==> config.mk <==
export PLATFORM = sky130hd
export DESIGN_NAME = ccsds_turbo_dec_lextr_tree_flat
export DESIGN_NICKNAME = d
export VERILOG_FILES = /design/src/rtl/ccsds_turbo_dec_lextr_tree_if.sv /design/src/rtl/ccsds_turbo_dec_lextr_tree.sv /design/src/flat_wrapper.sv
export SDC_FILE = /design/constraint.sdc
export NUM_CORES = 2
export LEC_CHECK = 0
export CORE_ASPECT_RATIO = 0.9
export CORE_UTILIZATION = 60
export DETAILED_ROUTE_END_ITERATION = 8
export PLACE_DENSITY = 0.83
export SETUP_SLACK_MARGIN = 0.05
export SKIP_LAST_GASP = 1
export SLEW_MARGIN = 15
export SYNTH_ARGS = -nofsm -noshare
export SYNTH_HDL_FRONTEND = slang
export SYNTH_SLANG_ARGS = --single-unit
==> constraint.sdc <==
create_clock -name iclk -period 32.6 [get_ports iclk]
set_clock_uncertainty 0.1 [all_clocks]
set_input_delay 6.52 -clock iclk [delete_from_list [all_inputs] [get_ports iclk]]
set_output_delay 6.52 -clock iclk [all_outputs]
set_load 0.02 [all_outputs]
==> src/rtl/ccsds_turbo_dec_lextr_tree_if.sv <==
// Sample bus of the a-posteriori / extrinsic LLR unit.
// The optional saturation counter adds isop / osat_cnt when
// CCSDS_TURBO_DEC_LEXTR_SAT_CNT_EN is defined.
interface ccsds_turbo_dec_lextr_tree_if #(
  parameter int pSTATE_NUM = 16,
  parameter int pMETRIC_W  = 10,
  parameter int pLLR_W     = 5,
  parameter int pEXTR_W    = 6,
  parameter int pTAG_W     = 8
);
  logic                                  iclkena;
  logic                                  ival;
  logic [pSTATE_NUM*2*pMETRIC_W-1:0]     igamma;
  logic [pSTATE_NUM*pMETRIC_W-1:0]       istate;
  logic signed [pLLR_W-1:0]              iLsys;
  logic signed [pLLR_W-1:0]              iLapri;
  logic [pTAG_W-1:0]                     itag;
  logic                                  oval;
  logic [pTAG_W-1:0]                     otag;
  logic signed [pMETRIC_W-1:0]           oLapo;
  logic signed [pEXTR_W-1:0]             oLextr;
`ifdef CCSDS_TURBO_DEC_LEXTR_SAT_CNT_EN
  logic                                  isop;
  logic [15:0]                           osat_cnt;

  modport master (
    output iclkena, ival, igamma, istate, iLsys, iLapri, itag, isop,
    input  oval, otag, oLapo, oLextr, osat_cnt
  );
  modport slave (
    input  iclkena, ival, igamma, istate, iLsys, iLapri, itag, isop,
    output oval, otag, oLapo, oLextr, osat_cnt
  );
`else
  modport master (
    output iclkena, ival, igamma, istate, iLsys, iLapri, itag,
    input  oval, otag, oLapo, oLextr
  );
  modport slave (
    input  iclkena, ival, igamma, istate, iLsys, iLapri, itag,
    output oval, otag, oLapo, oLextr
  );
`endif
endinterface

==> src/rtl/ccsds_turbo_dec_lextr_tree.sv <==
// A-posteriori / extrinsic LLR unit of the CCSDS turbo SISO decoder.
// Pipeline: branch+state metric add -> per-bit max/max* tree -> Lapo
// difference -> scaled, rounded, saturated extrinsic LLR.
// Latency is T+3 enabled cycles, T = ceil(log2(pSTATE_NUM)/pREG_EVERY).
// Optional build macro CCSDS_TURBO_DEC_LEXTR_SAT_CNT_EN adds a
// saturation counter (isop in, osat_cnt out).
module ccsds_turbo_dec_lextr_tree #(
  parameter int pB_nF      = 1,
  parameter int pSTATE_NUM = 16,
  parameter int pMETRIC_W  = 10,
  parameter int pLLR_W     = 5,
  parameter int pEXTR_W    = 6,
  parameter int pMMAX_TYPE = 0,
  parameter int pREG_EVERY = 1,
  parameter int pSCALE_NUM = 6,
  parameter int pTAG_W     = 8
) (
  input logic iclk,
  input logic ireset,
  ccsds_turbo_dec_lextr_tree_if.slave bus
);

  localparam int cLOG = $clog2(pSTATE_NUM);
  localparam int cT   = (cLOG + pREG_EVERY - 1) / pREG_EVERY;
  localparam int cL   = cT + 3;
  localparam int cDW  = pMETRIC_W + 2;   // width of the extrinsic difference
  localparam int cPW  = pMETRIC_W + 6;   // difference times scale (<= 8)

  localparam logic [cPW-1:0]        cSCALE   = cPW'(pSCALE_NUM);
  localparam logic signed [cPW-1:0] cRND     = cPW'(4);
  localparam logic signed [cPW-1:0] cMAX     = cPW'((2 ** (pEXTR_W - 1)) - 1);
  localparam logic signed [cPW-1:0] cMIN     = -cMAX;
  localparam logic [pEXTR_W-1:0]    cOUT_MAX = pEXTR_W'((2 ** (pEXTR_W - 1)) - 1);
  localparam logic [pEXTR_W-1:0]    cOUT_MIN = -cOUT_MAX;

  // Shared trellis successor: recursive encoder with feedback taps on the two
  // oldest register bits (1 + D^3 + D^4 for 16 states).
  function automatic int next_state(input int s, input int b);
    int fb;
    fb = b ^ ((s >> (cLOG - 1)) & 1) ^ ((s >> (cLOG - 2)) & 1);
    return ((s << 1) | fb) & (pSTATE_NUM - 1);
  endfunction

  // max* correction term, indexed by |a-b| in metric LSBs.
  function automatic logic [pMETRIC_W-1:0] bm_mmax1(input logic [pMETRIC_W-1:0] mag);
    logic [pMETRIC_W-1:0] corr;
    if (mag == '0)                     corr = pMETRIC_W'(3);
    else if (mag <= pMETRIC_W'(2))     corr = pMETRIC_W'(2);
    else if (mag <= pMETRIC_W'(5))     corr = pMETRIC_W'(1);
    else                               corr = '0;
    return corr;
  endfunction

  // Modular max: a wins when (a-b) has a clear MSB, ties pick a.
  function automatic logic [pMETRIC_W-1:0] mmax(input logic [pMETRIC_W-1:0] a,
                                                input logic [pMETRIC_W-1:0] b);
    logic [pMETRIC_W-1:0] diff;
    logic [pMETRIC_W-1:0] win;
    logic [pMETRIC_W-1:0] mag;
    diff = a - b;
    win  = diff[pMETRIC_W-1] ? b : a;
    mag  = diff[pMETRIC_W-1] ? (b - a) : diff;
    if (pMMAX_TYPE == 1) win = win + bm_mmax1(mag);
    return win;
  endfunction

  // Sideband carried alongside each sample through the pipeline.
  typedef struct packed {
`ifdef CCSDS_TURBO_DEC_LEXTR_SAT_CNT_EN
    logic              sop;
`endif
    logic [pLLR_W-1:0] lsys;
    logic [pLLR_W-1:0] lapri;
    logic [pTAG_W-1:0] tag;
  } side_t;

  logic [cL-1:0]        val_reg;
  side_t                side_in;
  side_t                side_reg [0:cT+1];
  logic [pMETRIC_W-1:0] bm_next  [0:pSTATE_NUM-1][0:1];
  logic [pMETRIC_W-1:0] bm_reg   [0:pSTATE_NUM-1][0:1];
  // Tree layer outputs; layer 0 is the registered branch metric set.
  logic [pMETRIC_W-1:0] lay      [0:cLOG][0:1][0:pSTATE_NUM-1];
  logic [pMETRIC_W-1:0] lapo_reg;
  logic [pMETRIC_W-1:0] olapo_reg;
  logic [pEXTR_W-1:0]   oextr_reg;
  logic [pTAG_W-1:0]    otag_reg;

  logic [cDW-1:0]        diff_w;
  logic signed [cPW-1:0] prod;
  logic signed [cPW-1:0] rnd_sum;
  logic signed [cPW-1:0] rnd;
  logic [pEXTR_W-1:0]    extr_next;

  assign side_in.lsys  = bus.iLsys;
  assign side_in.lapri = bus.iLapri;
  assign side_in.tag   = bus.itag;
`ifdef CCSDS_TURBO_DEC_LEXTR_SAT_CNT_EN
  assign side_in.sop   = bus.isop;
`endif

  // Valid shift register: one bit per pipeline stage, frozen by iclkena.
  always_ff @(posedge iclk or posedge ireset) begin
    if (ireset) begin
      val_reg <= '0;
    end else if (bus.iclkena) begin
      val_reg <= {val_reg[cL-2:0], bus.ival};
    end
  end

  // Sideband delay line; each stage loads only behind a valid sample.
  always_ff @(posedge iclk or posedge ireset) begin
    if (ireset) begin
      for (int i = 0; i <= cT + 1; i++) side_reg[i] <= '0;
    end else if (bus.iclkena) begin
      if (bus.ival) side_reg[0] <= side_in;
      for (int i = 1; i <= cT + 1; i++) begin
        if (val_reg[i-1]) side_reg[i] <= side_reg[i-1];
      end
    end
  end

  // Stage 0 adders: gamma plus the state metric of the source/target state.
  genvar gi, gb, gn;
  generate
    for (gi = 0; gi < pSTATE_NUM; gi++) begin : g_bm
      for (gb = 0; gb < 2; gb++) begin : g_bit
        localparam int cIDX = (pB_nF != 0) ? gi : next_state(gi, gb);
        assign bm_next[gi][gb] = bus.igamma[(gi*2+gb)*pMETRIC_W +: pMETRIC_W]
                               + bus.istate[cIDX*pMETRIC_W +: pMETRIC_W];
        assign lay[0][gb][gi]  = bm_reg[gi][gb];
      end
    end
  endgenerate

  // Stage 0 register: branch metrics for both bit hypotheses.
  always_ff @(posedge iclk or posedge ireset) begin
    if (ireset) begin
      bm_reg <= '{default: '0};
    end else if (bus.iclkena && bus.ival) begin
      bm_reg <= bm_next;
    end
  end

  // Pairwise reduction tree; a layer is registered every pREG_EVERY layers
  // and always at the root, the rest are plain combinational compares.
  generate
    for (gi = 1; gi <= cLOG; gi++) begin : g_layer
      localparam int cN   = pSTATE_NUM >> gi;
      localparam bit cREG = ((gi % pREG_EVERY) == 0) || (gi == cLOG);
      localparam int cSTG = (gi + pREG_EVERY - 1) / pREG_EVERY;
      for (gb = 0; gb < 2; gb++) begin : g_bit
        for (gn = 0; gn < pSTATE_NUM; gn++) begin : g_node
          if (gn < cN) begin : g_used
            logic [pMETRIC_W-1:0] mm;
            assign mm = mmax(lay[gi-1][gb][2*gn], lay[gi-1][gb][2*gn+1]);
            if (cREG) begin : g_reg
              logic [pMETRIC_W-1:0] node_reg;
              // Tree pipeline register for this node.
              always_ff @(posedge iclk or posedge ireset) begin
                if (ireset) begin
                  node_reg <= '0;
                end else if (bus.iclkena && val_reg[cSTG-1]) begin
                  node_reg <= mm;
                end
              end
              assign lay[gi][gb][gn] = node_reg;
            end else begin : g_comb
              assign lay[gi][gb][gn] = mm;
            end
          end else begin : g_unused
            assign lay[gi][gb][gn] = '0;
          end
        end
      end
    end
  endgenerate

  // Lapo stage: bit-1 winner minus bit-0 winner, modular.
  always_ff @(posedge iclk or posedge ireset) begin
    if (ireset) begin
      lapo_reg <= '0;
    end else if (bus.iclkena && val_reg[cT]) begin
      lapo_reg <= lay[cLOG][1][0] - lay[cLOG][0][0];
    end
  end

  // Extrinsic arithmetic: widen, subtract, scale by pSCALE_NUM/8 with
  // round-half-up, then clamp symmetrically so the most negative code never
  // appears.
  always_comb begin
    diff_w = {{2{lapo_reg[pMETRIC_W-1]}}, lapo_reg}
           - {{(cDW-pLLR_W){side_reg[cT+1].lsys[pLLR_W-1]}}, side_reg[cT+1].lsys}
           - {{(cDW-pLLR_W){side_reg[cT+1].lapri[pLLR_W-1]}}, side_reg[cT+1].lapri};
    prod    = {{(cPW-cDW){diff_w[cDW-1]}}, diff_w} * cSCALE;
    rnd_sum = prod + cRND;
    rnd     = rnd_sum >>> 3;
    if (rnd > cMAX)      extr_next = cOUT_MAX;
    else if (rnd < cMIN) extr_next = cOUT_MIN;
    else                 extr_next = rnd[pEXTR_W-1:0];
  end

  // Output stage: Lapo, Lextr and tag change together, hold between valids.
  always_ff @(posedge iclk or posedge ireset) begin
    if (ireset) begin
      olapo_reg <= '0;
      oextr_reg <= '0;
      otag_reg  <= '0;
    end else if (bus.iclkena && val_reg[cL-2]) begin
      olapo_reg <= lapo_reg;
      oextr_reg <= extr_next;
      otag_reg  <= side_reg[cT+1].tag;
    end
  end

  assign bus.oval   = val_reg[cL-1];
  assign bus.oLapo  = olapo_reg;
  assign bus.oLextr = oextr_reg;
  assign bus.otag   = otag_reg;

`ifdef CCSDS_TURBO_DEC_LEXTR_SAT_CNT_EN
  logic        sat_w;
  logic [15:0] sat_cnt_reg;

  assign sat_w = (rnd > cMAX) || (rnd < cMIN);

  // Saturation counter: restarts on a start-of-packet sample, else counts
  // saturated outputs and sticks at full scale.
  always_ff @(posedge iclk or posedge ireset) begin
    if (ireset) begin
      sat_cnt_reg <= '0;
    end else if (bus.iclkena && val_reg[cL-2]) begin
      if (side_reg[cT+1].sop)                   sat_cnt_reg <= sat_w ? 16'd1 : 16'd0;
      else if (sat_w && sat_cnt_reg != 16'hFFFF) sat_cnt_reg <= sat_cnt_reg + 16'd1;
    end
  end

  assign bus.osat_cnt = sat_cnt_reg;
`endif

endmodule

==> src/flat_wrapper.sv <==
// flat-port wrapper written by rule: the top's interface ports become plain ports
module ccsds_turbo_dec_lextr_tree_flat 
#(
  parameter int pB_nF      = 1,
  parameter int pSTATE_NUM = 16,
  parameter int pMETRIC_W  = 10,
  parameter int pLLR_W     = 5,
  parameter int pEXTR_W    = 6,
  parameter int pMMAX_TYPE = 0,
  parameter int pREG_EVERY = 1,
  parameter int pSCALE_NUM = 6,
  parameter int pTAG_W     = 8
)
  (iclk, ireset, bus_iclkena, bus_ival, bus_igamma, bus_istate, bus_iLsys, bus_iLapri, bus_itag, bus_oval, bus_otag, bus_oLapo, bus_oLextr);
  ccsds_turbo_dec_lextr_tree_if #(.pSTATE_NUM(pSTATE_NUM), .pMETRIC_W(pMETRIC_W), .pLLR_W(pLLR_W), .pEXTR_W(pEXTR_W), .pTAG_W(pTAG_W)) bus_i ();
  input logic iclk;
  input logic ireset;
  input wire logic [$bits(bus_i.iclkena)-1:0] bus_iclkena;
  input wire logic [$bits(bus_i.ival)-1:0] bus_ival;
  input wire logic [$bits(bus_i.igamma)-1:0] bus_igamma;
  input wire logic [$bits(bus_i.istate)-1:0] bus_istate;
  input wire logic [$bits(bus_i.iLsys)-1:0] bus_iLsys;
  input wire logic [$bits(bus_i.iLapri)-1:0] bus_iLapri;
  input wire logic [$bits(bus_i.itag)-1:0] bus_itag;
  output wire logic [$bits(bus_i.oval)-1:0] bus_oval;
  output wire logic [$bits(bus_i.otag)-1:0] bus_otag;
  output wire logic [$bits(bus_i.oLapo)-1:0] bus_oLapo;
  output wire logic [$bits(bus_i.oLextr)-1:0] bus_oLextr;
  assign bus_i.iclkena = bus_iclkena;
  assign bus_i.ival = bus_ival;
  assign bus_i.igamma = bus_igamma;
  assign bus_i.istate = bus_istate;
  assign bus_i.iLsys = bus_iLsys;
  assign bus_i.iLapri = bus_iLapri;
  assign bus_i.itag = bus_itag;
  assign bus_oval = bus_i.oval;
  assign bus_otag = bus_i.otag;
  assign bus_oLapo = bus_i.oLapo;
  assign bus_oLextr = bus_i.oLextr;
  ccsds_turbo_dec_lextr_tree #(.pB_nF(pB_nF), .pSTATE_NUM(pSTATE_NUM), .pMETRIC_W(pMETRIC_W), .pLLR_W(pLLR_W), .pEXTR_W(pEXTR_W), .pMMAX_TYPE(pMMAX_TYPE), .pREG_EVERY(pREG_EVERY), .pSCALE_NUM(pSCALE_NUM), .pTAG_W(pTAG_W)) u_core (.iclk(iclk), .ireset(ireset), .bus(bus_i));
endmodule
* After elaboration in Yosys (flattened, before gate mapping)
Cells that the tools add are included.
Cells by class: add/sub/neg operators 66, multiply operators 1, div/mod/pow operators 0, magnitude comparators 2, equal/unequal tests 0, shift operators 0, mux-type cells 32, bitwise gates (word level) 0, reductions and logical operators 13
Operator list (number):
- 10-bit adder | 32
- 10-bit subtractor | 31
- 10-bit two-way mux | 30
- 16-bit by 4-bit adder with 16-bit output (second input constant) | 1
- 16-bit by 2-bit multiplier with 15-bit output (second input constant) | 1
- 13-bit by 6-bit greater-than comparator with 1-bit output (second input constant) | 1
- 13-bit by 6-bit < comparator with 1-bit output (second input constant) | 1
- 6-bit two-way mux | 2
- 2-bit AND reduction | 6
- 12-bit subtractor | 1
- 10-bit by 5-bit subtractor with 11-bit output | 1
- 1-bit logical AND | 7
Storage, ports and cells: flip-flop bits (word level) 769, bits in latches 0, memory bits (writable) 0, ROM bits 0, input bits 502, output and inout bits 25, logic and storage cells 199, memories 0

* Depth between registers and ports, before layout
depth after elaboration 7, depth in mapped cells 21, mapped depth without buffers 20

* Worst setup path after synthesis
OpenSTA, ideal clock, no wires.
kind input to register, start point in bus_istate[61], end point reg u_core.bm_reg[199] (netlist name), arrival time 8.129 ns, path slack 24.238 ns, cell stages on the path 11, path buffers 0, cell sequence ha_1 a21o_1 a21oi_1 o21bai_1 a21oi_1 o21bai_1 a21oi_1 o21bai_1 a21oi_1 xnor2_1 o21ai_0
Between the ends: cells in the longest elaborated chain, start to end 1
Ends and longest elaborated chain:
- start: declaration | line flat_wrapper.sv:21 | input wire logic [$bits(bus_i.istate)-1:0] bus_istate;
- 10-bit adder | line ccsds_turbo_dec_lextr_tree.sv:130 | + bus.istate[cIDX*pMETRIC_W +: pMETRIC_W];
- end signal: assignment | line ccsds_turbo_dec_lextr_tree.sv:141 | bm_reg <= bm_next;
- end: declaration | line ccsds_turbo_dec_lextr_tree.sv:81 | logic [pMETRIC_W-1:0] bm_reg [0:pSTATE_NUM-1][0:1];
Every way passes these cells. A chain may end at the register's enable or synchronous reset.

* Worst setup path in the final report
start point in bus_iclkena, end point reg u_core.g_layer[1].g_bit[1].g_node[4].g_used.g_reg.node_reg[4]
Between the ends: cells in the longest elaborated chain, start to end 1
Ends and longest elaborated chain:
- start: declaration | line flat_wrapper.sv:18 | input wire logic [$bits(bus_i.iclkena)-1:0] bus_iclkena;
- 1-bit logical AND | line ccsds_turbo_dec_lextr_tree.sv:163 | end else if (bus.iclkena && val_reg[cSTG-1]) begin
- end signal: assignment | line ccsds_turbo_dec_lextr_tree.sv:164 | node_reg <= mm;
- end: declaration | line ccsds_turbo_dec_lextr_tree.sv:158 | logic [pMETRIC_W-1:0] node_reg;
Every way passes these cells.

==> key figures <==
STA
  – Setup_tns: 0 ns
  – Final setup vio count: 0
  – Slew headroom: 24.4%
  – Min cycle time layout: between 10 and 15 ns
  – Highest Clock Rate: 92.0 MHz
  – Ratio of final minimum period to clock period: 33.3%
  – Fin. max-slew vios: 0
  – Worst slew pin tran: 1.13 ns
  – Hold Vio Cnt, Final: 0
  – RSZ-0062 raised after global routing: no

Clock tree
  – Cts bufs inserted: 82
  – Clock Tree Root: clkbuf_16
  – H-tree levels: 3
  – Post-CTS Setup Repair Bufs: 0
  – CTS resizes: 0
  – Insertion delay to the later sink of the worst-skew pair: 0.66 ns
  – TritonCTS clock tree: yes
  – Clock slew at reported path FFs: 0.06 ns
  – Clock Sinks: 769
  – Clock Path Buffers: 3
  – Hold Buf Count CTS: 0

Synthesis
  – Synthesized area: 57800 sq um
  – Syn_nets: 7561
  – Yosys Warn Count: 0
  – Fraction of registers with async set/reset: 100%
  – Synth cell types: 64
  – Top area cells in the synthesized netlist: dfrtp_1, ha_1, mux2i_1
  – Synth Instances: between 6k and 7k
  – Ys flop type: dfrtp_1
  – Number of flops mapped to enable cells by yosys: 0
  – Sequential area share after synthesis: 33.3%
  – Seq cells post-synth: 769
  – Synth top area share: 33.3%
  – Mean Syn Cell Area: a little under 9 sq um
  – Synth area leader: dfrtp_1

Run status
  – Failing checks: design-rule violations
  – Outcome: complete, but fails checks

Floorplan
  – Die extent in x: 329 microns
  – Die area: 97600 sq um
  – Initial core utilization: 60.8%
  – I/O pin cnt: 527
  – Core Rows: 107
  – DIE HEIGHT: slightly below 300 microns
  – Core area: roughly 95000 sq um

Cells and area
  – Most frequent cells in the layout: nand3_1, dfrtp_1, nand2_1, mux2i_1, ha_1
  – Total of fill cells in the finished design: 7105
  – Max FFs per register: 320
  – Share of layout cells above drive strength 1: 4.88%
  – Commonest non-fill, non-tap cell in the layout: nand3_1
  – Antenna cells: 0
  – Net count reported at finish: 7846
  – Post-route core utilization: a little over two thirds
  – Post-Layout Cell Count: 8055
  – Area Overhead vs Synth: 15.4%

Critical path
  – Crit path buf inv count: 5
  – Critical Path RT: 33.09 ns
  – CP endpoint kind: register
  – Cell family with most CP delay: buffers and inverters
  – Worst Setup Start Kind: input port
  – CP Cell Sequence: clkdlybuf4s50_1 -> buf_4 -> and2_4 -> buf_4 -> buf_4 -> buf_4 -> nand3_1 -> mux2i_1 -> a211o_1
  – CP Class: in2reg
  – Max stage delay cell, worst path: buf_4
  – Crit path largest cell delay: slightly above 0.9 ns
  – Critical path arrival: about 11 ns
  – CP dominant cell by count: buf_4
  – Crit-path max FO: approximately 110

Global route
  – Vias in the first global route: 47.6k
  – Initial antenna violation count: 0
  – Largest net degree at the start of global routing: 175
  – GR Overflow Total: 0
  – First-pass GRT wire length: 238 mm
  – Global Route Usage Sum: 29.6%

Place
  – Gpl congestion: 0.880
  – Detailed Place HPWL: 108 mm
  – Inst Count DP: 7908
  – Number of port buffers: 526

Job
  – Maxcap violations: 0

Worst hold path
  – HP Class: reg2reg

Pwr
  – VDD IR max: between 0.2 and 0.25 mV
  – Leak: roughly 33 nW
  – P per Cell Area: 96.9 nW/um^2
  – Final Power: 6.47 mW

Detailed routing
  – WL per Instance: 18.1 microns
  – ANT nets after route: 0
  – Drt pass-1 iters: 8
  – Drt drc: 7
  – DRT iter0 DRCs: 3677
  – Via count: 48.9k
  – Routed WL: 146 mm
  – Drt via density: 6.07
==> cells in the mapped netlist (all sizes together), types with 36 or more instances <==
cell type	n
nand3	1089
dfrtp	769
nand2	600
mux2i	574
ha	561
inv	500
o21ai	351
a21oi	301
clkbuf	301
a211o	274
xnor2	267
a21o	188
o21bai	160
xor2	105
mux2	82
nor2	73
buf	72
fa	44
nand2b	36
==> where the power goes <==
part           switching [mW]  total (mW)  internal, mW
combinational            2.09        3.79          1.70
sequential              0.426        1.68          1.26
clock                   0.408       0.992         0.584
total                    2.93        6.47          3.54
==> worst register-to-register path, delay by kind of cell, from the launching register on <==
family / cells / cell delay, ns
buf+inv: 3 / 0.24
simple gates: 3 / 0.59
compound gates: 9 / 2.03
fa+ha+maj: 3 / 1.22
flops: 1 / 0.37
xor+xnor: 2 / 0.50
==> cells by family after synthesis <==
group / after synthesis / share of synthesized area, %
compound gates: 1343 / 15.3
xor+xnor: 374 / 5.73
fa+ha+maj: 605 / 13.7
buf+inv: 873 / 5.80
flops: 769 / 33.3
mux: 656 / 11.5
simple gates: 1834 / 14.6
==> metrics by stage <==
step           cell area [sq um]  hold WS [ns]  worst slack (ns)
2_1_floorplan              57800         0.333              4.39
5_1_grt                    66700         0.381             21.41
6_report                   66700         0.361             21.73
3_5_place_dp               63600         0.355             21.19
3_3_place_gp               63600         0.347             21.30
4_1_cts                    66500         0.353             21.86
==> area by class of cell <==
cell class                 instances  area (sq um)  share of cell area (%)
tap                             1253          1570                    2.35
inverter                         500          1880                    2.82
multi-input combinational       4812         35500                    53.3
sequential                       769         19200                    28.8
timing repair buffer             574          5660                    8.48
clock buffer                     103          2270                    3.41
clock inverter                    44           563                   0.844
==> routing by layer <==
layer  vias up  wire length, microns  track usage (%)
met2      1427                 73100             51.9
li1      23400                     -                -
met3       282                  7320             3.36
met4         0                  3780             8.08
met5         -                     0                0
met1     23900                 61800             38.6
==> path summary, 6_finish.rpt <==
path	start	slack [ns]	cells after the start	to
setup / recovery	bus_iclkena	21.73	9	register
hold / removal	u_core.side_reg[49]$_DFFE_PP0P_	0.36	2	u_core.side_reg[31]$_DFFE_PP0P_
setup reg to reg	u_core.lapo_reg[2]$_DFFE_PP0P_	27.42	20	u_core.bus.oLextr[4]$_DFFE_PP0P_
hold reg to reg	u_core.side_reg[49]$_DFFE_PP0P_	0.36	2	u_core.side_reg[31]$_DFFE_PP0P_
max in group asynchronous	ireset	23.79	4	u_core.bm_reg[20]$_DFFE_PP0P_
min in group asynchronous	ireset	6.30	2	u_core.lapo_reg[8]$_DFFE_PP0P_
Power figures use the tool's default switching activity.
